### src/rtl/md4_compress_core.sv
// Iterative MD4 compression core performing UNROLL steps per clock (IDLE/RUN/DONE).
// Define MD4_FEEDFORWARD_EN to add the latched chaining input to the final state.
module md4_compress_core #(
  parameter int UNROLL = 1
) (
  input  logic         clk,
  input  logic         rst,
  input  logic         in_valid,
  output logic         in_ready,
  input  logic [31:0]  a_in,
  input  logic [31:0]  b_in,
  input  logic [31:0]  c_in,
  input  logic [31:0]  d_in,
  input  logic [511:0] blk,
  output logic         out_valid,
  input  logic         out_ready,
  output logic [31:0]  a_out,
  output logic [31:0]  b_out,
  output logic [31:0]  c_out,
  output logic [31:0]  d_out,
  output logic         busy
);
  typedef enum logic [1:0] {IDLE = 2'd0, RUN = 2'd1, DONE = 2'd2} state_t;

  localparam logic [5:0] STEP_INC  = 6'(UNROLL);
  localparam logic [5:0] LAST_STEP = 6'(48 - UNROLL);

  generate
    if (!(UNROLL == 1 || UNROLL == 2 || UNROLL == 4)) begin : g_bad_unroll
      $error("md4_compress_core: UNROLL must be 1, 2 or 4");
    end
  endgenerate

  // Each shift amount is a constant wire permutation; the step selects one.
  function automatic logic [31:0] rotl_fixed(input logic [31:0] v, input logic [4:0] s);
    logic [31:0] r;
    case (s)
      5'd3:    r = {v[28:0], v[31:29]};
      5'd5:    r = {v[26:0], v[31:27]};
      5'd7:    r = {v[24:0], v[31:25]};
      5'd9:    r = {v[22:0], v[31:23]};
      5'd11:   r = {v[20:0], v[31:21]};
      5'd13:   r = {v[18:0], v[31:19]};
      5'd15:   r = {v[16:0], v[31:17]};
      5'd19:   r = {v[12:0], v[31:13]};
      default: r = v;
    endcase
    return r;
  endfunction

  // One step on {a,b,c,d}; the result is re-packed so the next target is always in slot a.
  function automatic logic [127:0] md4_step(input logic [127:0] st, input logic [5:0] idx,
                                            input logic [511:0] x);
    logic [31:0] a, b, c, d, f, k, w;
    logic [3:0]  j, wi;
    logic [4:0]  s;
    {a, b, c, d} = st;
    j = idx[3:0];
    case (idx[5:4])
      2'd0: begin
        f  = (b & c) | (~b & d);
        k  = 32'h0000_0000;
        wi = j;
        case (j[1:0])
          2'd0: s = 5'd3;
          2'd1: s = 5'd7;
          2'd2: s = 5'd11;
          default: s = 5'd19;
        endcase
      end
      2'd1: begin
        f  = (b & c) | (b & d) | (c & d);
        k  = 32'h5A82_7999;
        wi = {j[1:0], j[3:2]};
        case (j[1:0])
          2'd0: s = 5'd3;
          2'd1: s = 5'd5;
          2'd2: s = 5'd9;
          default: s = 5'd13;
        endcase
      end
      default: begin
        f  = b ^ c ^ d;
        k  = 32'h6ED9_EBA1;
        wi = {j[0], j[1], j[2], j[3]};
        case (j[1:0])
          2'd0: s = 5'd3;
          2'd1: s = 5'd9;
          2'd2: s = 5'd11;
          default: s = 5'd15;
        endcase
      end
    endcase
    w = x[{wi, 5'd0} +: 32];
    return {d, rotl_fixed(a + f + w + k, s), b, c};
  endfunction

  state_t         state_q, state_d;
  logic [5:0]     step_q, step_d;
  logic [127:0]   work_q, work_d;
  logic [511:0]   x_q, x_d;
  logic [127:0]   out_q, out_d;
  logic [127:0]   chain [0:UNROLL];
  logic [127:0]   result;

  assign chain[0] = work_q;

  genvar gi;
  generate
    for (gi = 0; gi < UNROLL; gi++) begin : g_step
      logic [5:0] step_idx;
      assign step_idx     = step_q + 6'(gi);
      assign chain[gi + 1] = md4_step(chain[gi], step_idx, x_q);
    end
  endgenerate

`ifdef MD4_FEEDFORWARD_EN
  logic [127:0] iv_q, iv_d;

  always_comb begin
    for (int i = 0; i < 4; i++) begin
      result[32*i +: 32] = chain[UNROLL][32*i +: 32] + iv_q[32*i +: 32];
    end
  end
`else
  assign result = chain[UNROLL];
`endif

  always_comb begin
    state_d = state_q;
    step_d  = step_q;
    work_d  = work_q;
    x_d     = x_q;
    out_d   = out_q;
`ifdef MD4_FEEDFORWARD_EN
    iv_d    = iv_q;
`endif
    case (state_q)
      IDLE: begin
        if (in_valid) begin
          work_d  = {a_in, b_in, c_in, d_in};
          x_d     = blk;
          step_d  = 6'd0;
          state_d = RUN;
`ifdef MD4_FEEDFORWARD_EN
          iv_d    = {a_in, b_in, c_in, d_in};
`endif
        end
      end
      RUN: begin
        work_d = chain[UNROLL];
        step_d = step_q + STEP_INC;
        if (step_q == LAST_STEP) begin
          out_d   = result;
          state_d = DONE;
        end
      end
      DONE: begin
        if (out_ready) state_d = IDLE;
      end
      default: state_d = IDLE;
    endcase
  end

  always_ff @(posedge clk) begin
    if (rst) begin
      state_q <= IDLE;
      step_q  <= 6'd0;
      work_q  <= '0;
      x_q     <= '0;
      out_q   <= '0;
`ifdef MD4_FEEDFORWARD_EN
      iv_q    <= '0;
`endif
    end else begin
      state_q <= state_d;
      step_q  <= step_d;
      work_q  <= work_d;
      x_q     <= x_d;
      out_q   <= out_d;
`ifdef MD4_FEEDFORWARD_EN
      iv_q    <= iv_d;
`endif
    end
  end

  assign in_ready  = (state_q == IDLE);
  assign out_valid = (state_q == DONE);
  assign busy      = (state_q != IDLE);
  assign {a_out, b_out, c_out, d_out} = out_q;
endmodule

### config.mk
export PLATFORM = sky130hd
export DESIGN_NAME = md4_compress_core
export DESIGN_NICKNAME = d
export VERILOG_FILES = /design/src/rtl/md4_compress_core.sv
export SDC_FILE = /design/constraint.sdc
export NUM_CORES = 2
export LEC_CHECK = 0
export ABC_AREA = 1
export CAP_MARGIN = 20
export CELL_PAD_IN_SITES_DETAIL_PLACEMENT = 1
export CELL_PAD_IN_SITES_GLOBAL_PLACEMENT = 1
export CORE_MARGIN = 3
export CORE_UTILIZATION = 40
export CTS_CLUSTER_SIZE = 8
export DETAILED_ROUTE_END_ITERATION = 8
export PLACE_DENSITY_LB_ADDON = 0.1
export SYNTH_ARGS = -nofsm -noshare
export SYNTH_HDL_FRONTEND = slang
export SYNTH_SLANG_ARGS = --single-unit
### constraint.sdc
create_clock -name clk -period 9.7 [get_ports clk]
set_clock_uncertainty 0.2 [all_clocks]
set_input_delay 2.91 -clock clk [delete_from_list [all_inputs] [get_ports clk]]
set_output_delay 2.91 -clock clk [all_outputs]
set_load 0.1 [all_outputs]
# --- Yosys cells after proc, flatten, opt, wreduce, memory -nomap -nowiden ---
# Index checks and enable logic that the tools add are counted.
totals:
  regBits: 776
  input_bits: 644
  elab_cells: 62
op_classes:
  n_shift: 1
  n_eq_ne: 17
  n_bitwise: 10
  addsub: 4
  reduce_logical: 9
  n_mux: 16
op_table:
  columns: ["op", "n"]
  rows:
  - ["variable part select 512 x 10 -> 32 bit", 1]
  - ["one-hot mux 128 bit (2 select lines)", 1]
  - ["one-hot mux 32 bit (8 select lines)", 1]
  - ["AND 32 bit", 4]
  - ["2-to-1 mux 128 bit", 1]
  - ["adder 32 bit", 3]
  - ["OR 32 bit", 3]
  - ["one-hot mux 32 bit (2 select lines)", 1]
  - ["bitwise XOR 32 bit", 2]
  - ["one-hot mux 31 bit (2 select lines)", 1]
  - ["inverter 32 bit", 1]
  - ["one-hot mux 4 bit (3 select lines)", 2]
  - ["equality test 5 x 4 -> 1 bit (second input constant)", 4]
  - ["one-hot mux 5 bit (3 select lines)", 1]
  - ["one-hot mux 6 bit (2 select lines)", 1]
  - ["equality test 5 x 3 -> 1 bit (second input constant)", 2]
  - ["one-hot mux 5 bit (2 select lines)", 1]
  - ["one-hot mux 4 bit (2 select lines)", 1]
  - ["adder 6 x 1 -> 6 bit (second input constant)", 1]
  - ["equality test 2 x 1 -> 1 bit (second input constant)", 3]
  - ["equality test 6 bit (second input constant)", 1]
  - ["logical NOT 2 bit", 3]
  - ["2-to-1 mux 2 bit", 3]
  - ["2-to-1 mux 6 bit", 1]
  - ["9 further kinds", 14]

# --- Depth between registers and ports, before layout ---
logic_depth:
  depth_word: 9
  ltp_mapped: 34

# --- Least setup slack after synthesis ---
# OpenSTA, ideal clock, no wires.
synth_path:
  path_kind: "register to output"
  startpoint: "register state_q[1]"
  endpoint: "output port busy"
  t_required_ns: 6.590
  t_arrival_ns: 2.564
  path_slack_ns: 4.026
  stages_incl_launch_ff: 3
  path_buffers: 0
  cell_sequence: "dfxtp_1 -> nor2_1 -> inv_1"
synth_via:
  elab_chain_cells: 1
synth_rtl:
  columns: ["item", "line", "rtl"]
  rows:
  - ["from (decl)", "98", "state_t state_q, state_d;"]
  - ["from (signal assigned)", "176", "state_q <= state_d;"]
  - ["nonzero test 2 bit", "189", "assign busy = (state_q != IDLE);"]
  - ["to (decl)", "21", "output logic busy"]
# No other way between the ends.

# --- Final worst setup path ---
layout_path:
  startpoint: "register step_q[5]"
  endpoint: "register work_q[88]"
layout_via:
  elab_chain_cells: 7
layout_rtl:
  columns: ["item", "line", "rtl"]
  rows:
  - ["from (decl)", "99", "logic [5:0] step_q, step_d;"]
  - ["from (signal assigned)", "177", "step_q <= step_d;"]
  - ["equality test 2 x 1 -> 1 bit or logical NOT 2 bit (tied branches)", "59", "case (idx[5:4])"]
  - ["one-hot mux 4 bit (2 select lines) or one-hot mux 32 bit (2 select lines) (tied branches)", "59", null]
  - ["variable part select 512 x 10 -> 32 bit or adder 32 bit (tied branches)", "94, 95", null]
  - ["adder 32 bit (2 in a row)", "95", "return {d, rotl_fixed(a + f + w + k, s), b, c};"]
  - ["one-hot mux 32 bit (8 select lines) *", "37", "case (s)"]
  - ["one-hot mux 128 bit (2 select lines) *", "138", "case (state_q)"]
  - ["to (signal assigned)", "178", "work_q <= work_d;"]
  - ["to (decl)", "100", "logic [127:0] work_q, work_d;"]
# Mark *: on every way between the ends. The rest lies on a longest branch, timed or not.
# A chain may end at the register's enable or synchronous reset.

==> impl_metrics.yaml <==
global_routing:
  grt_max_degree: 200
  grt_pass1_vias: 42563
  grtUsageTotal_pct: 36.2
  grt_first_pass_wirelength_mm: 278
  antenna_found_initial: 51
  globalRoute.totalOverflow: 0
clock_network:
  cts-buffers-inserted: 107
  cts.hold.buffers_added: 0
  clkLatencyLatePin_ps: 700
  cts.htree.levels: 3
  cts_buffer_depth: 3
  postCtsSetupBuffers: 0
  clock_sink_count: 776
  cts_resized: 0
  cts.clk_slew.worst_paths_ps: 60
  cts_root_buf: "clkbuf_16"
  tritoncts: "done"
sta:
  worst_slack_ps: 2220
  crit_share_post_route_pct: 77.1
  setup_tns_ps: 0
  fin_crit_period_ps: 7480
  max-slew-margin-rel_pct: 20.8
  final-hold-violation-count: 0
  timing_worst_slew_pin_value_ps: 1180
  slew_viol_final: 0
  fmaxAchievable_mhz: 134
  grt_setup_unrepaired: "false"
  finalSetupViolations: 0
outcome:
  status: "completed"
yosys:
  mappedNetlistArea_um2: 39300
  synthTopCellsByArea: "dfxtp_1, o21ai_0, nand2_1"
  synth_cell_count_leaders: "nand2_1, dfxtp_1, nor2_1"
  synth_enable_flop_cells: 0
  yosys_warnings: 0
  syn_area_per_cell_um2: 7.04
  ys_seq_elements: 776
  synthArstFlopShare_pct: 0
  synth_nets: 6362
  synthMostInstantiatedCell: "nand2_1"
  netlist_instances: 5588
  yosysTopAreaCellShare_pct: 39.5
  synth_cell_types: 51
  yosysSeqAreaShare_pct: 39.5
  ys.flop_type: "dfxtp_1"
  synth_top_cell_by_area: "dfxtp_1"
power:
  power_density_nw_per_um2: 197
  combPwrFrac_pct: 29.6
  leak_pwr_uw: 0.0203
  ir_worst_vdd_uv: 141
  switching_power_uw: 3650
  cellInternalPower_uw: 6310
  clock_power_share_pct: 33.9
  share_seq_of_total_power_pct: 36.4
  sw_ratio_pct: 36.6
  design_power_total_uw: 9960
die:
  floorplan.rows: 114
  die_w_um: 320
  effective_utilization_at_floorplan_pct: 40.5
  dieArea_um2: 102000
  die_height_um: 320
  io-pin-count: 775
  floorplan.core_area_um2: 97100
layout:
  ff_latch_area_um2: 15500
  design_area_um2: 50600
  finish.cell_count_without_fillers: 7456
  finalNetCount: 6901
  layout.filler_cells: 12207
  multi_input_gate_area_in_the_final_layout_um2: 20100
  layout-drive-gt1-share_pct: 3.77
  flow.area_growth_from_synthesis_pct: 28.6
placed_design:
  dpl.hpwl_mm: 143
  place.gp.congestion: 0.930
  port_buffers: 774
  pre_cts_ws_ps: 2450
  detailed_place.area_um2: 47600
  dpl.cell_count: 7292
setup_path:
  cp-start-kind: "flip-flop"
  regToRegEndpoint: "work_q[88]$_SDFFE_PP0P_"
  worstSetupPathType: "flip-flop to flip-flop"
  worst-path-max-fanout: 52
  critPathCaptureType: "flip-flop"
  critPathRequiredTime_ps: 10050
  rrSetupSlack_ps: 2220
  crit-reg2reg-launch: "step_q[5]$_SDFFE_PP0P_"
  rr_worst_depth: 23
  arrival_ps: 7830
detailed_routing:
  vias_per_cell: 5.72
  drt-total-wl_mm: 193
  drtAntennaViolNets: 0
  wl_per_cell_um: 25.9
  detailedRoute.firstIterationViolations: 4276
  post-route-drc-count: 0
  routed-via-count: 42630
  drtPass1Iterations: 5
worst_hold_path:
  sink_of_the_worst_hold_path: "x_q[158]$_SDFFE_PP0P_"
  hold_path_startpoint: "x_q[158]$_SDFFE_PP0P_"
  hold_depth: 2
  worstHoldPathType: "flip-flop to flip-flop"
job:
  max_cap_violations: 0
-- worst max-delay path, stage by stage, from the launching register on --
cell and delay [ps]:
dfxtp_1 490, nor2_4 650, nand2_2 300, nand3_4 670, buf_4 510, buf_4 360
o211ai_1 120, nand3_1 110, nand3_1 190, nand2_1 140, inv_1 60, fa_1 530
inv_1 40, ha_1 340, nand2_1 90, nand2_1 80, a21oi_1 270, nand3_1 200
xnor2_1 950, inv_1 220, a221oi_1 370, nand3_1 160, a21oi_1 160, nor2_1 60
-- kinds of logic (layout without fill, tap and decap cells) --
group           count (synthesis)  in the layout  synth area share (%)
mux                            12             12                 0.305
buf+inv                       966           1513                  9.61
simple gates                 2004           2004                  21.0
other cells                     0             45                     0
xor+xnor                       11             11                 0.245
flops                         776            776                  39.5
fa+ha+maj                     130            130                  5.79
compound gates               1689           1689                  23.6
-- registers in the layout, indices dropped and copies added, names as in the netlist --
name     count
out_q      128
step_q       6
x_q        512
state_q      2
work_q     128
-- layer usage --
| layer | track usage (%) | vias up | part of all wire [%] |
|---|---|---|---|
| met4 | 17.2 | 16 | 4.7 |
| li1 | - | 19603 | - |
| met5 | 0 | - | 0.051 |
| met1 | 46.8 | 20956 | 41 |
| met3 | 7.75 | 370 | 7.9 |
| met2 | 57.8 | 1685 | 46 |
-- cell type report --
cell class | instances | area share [%]
Inverter | 563 | 4.21
Tap cell | 1276 | 3.15
Clock inverter | 5 | 0.227
Timing Repair Buffer | 833 | 16.4
Sequential cell | 776 | 30.7
Multi-Input combinational cell | 3846 | 39.7
Clock buffer | 112 | 5.39
Antenna cell | 45 | 0.222
-- worst max path at each step --
stage | end | cells past startpoint | start
floorplan | busy | 2 | state_q[1]$_SDFFE_PP0P_
finish | work_q[88]$_SDFFE_PP0P_ | 23 | step_q[5]$_SDFFE_PP0P_
CTS | work_q[88]$_SDFFE_PP0P_ | 23 | step_q[5]$_SDFFE_PP0P_
global route | work_q[89]$_SDFFE_PP0P_ | 25 | step_q[5]$_SDFFE_PP0P_
global placement | work_q[88]$_SDFFE_PP0P_ | 21 | step_q[5]$_SDFFE_PP0P_
detailed placement | work_q[88]$_SDFFE_PP0P_ | 22 | step_q[5]$_SDFFE_PP0P_
-- power by group through the flow --
stage | sequential (µW) | combinational [µW] | clock [µW]
final | 3630 | 2950 | 3380
after global routing | 3640 | 3200 | 3550
after CTS | 3620 | 2890 | 3410
after detailed placement | 3680 | 2870 | 0
after global placement | 3670 | 2820 | 0
after floorplan | 3580 | 1650 | 0
-- metrics by stage --
step / hold slack, ps / utilization (%)
CTS: 254 / 51.9
global route: 268 / 52.1
global placement: 235 / 49.0
detailed placement: 247 / 49.0
finish: 252 / 52.1
floorplan: 225 / -
-- layout by cell type (no fill, tap or decap), drive strengths merged, types with 60 or more instances in the layout --
master | netlist | layout
clkbuf | 309 | 112
inv | 560 | 561
o21ai | 770 | 770
a21oi | 589 | 589
nor2 | 783 | 783
nand3 | 340 | 340
clkdlybuf4s50 | 0 | 773
o211ai | 118 | 118
buf | 94 | 60
fa | 87 | 87
nand2 | 821 | 821
dfxtp | 776 | 776
o22ai | 64 | 64
Power figures use the tool's default switching activity.
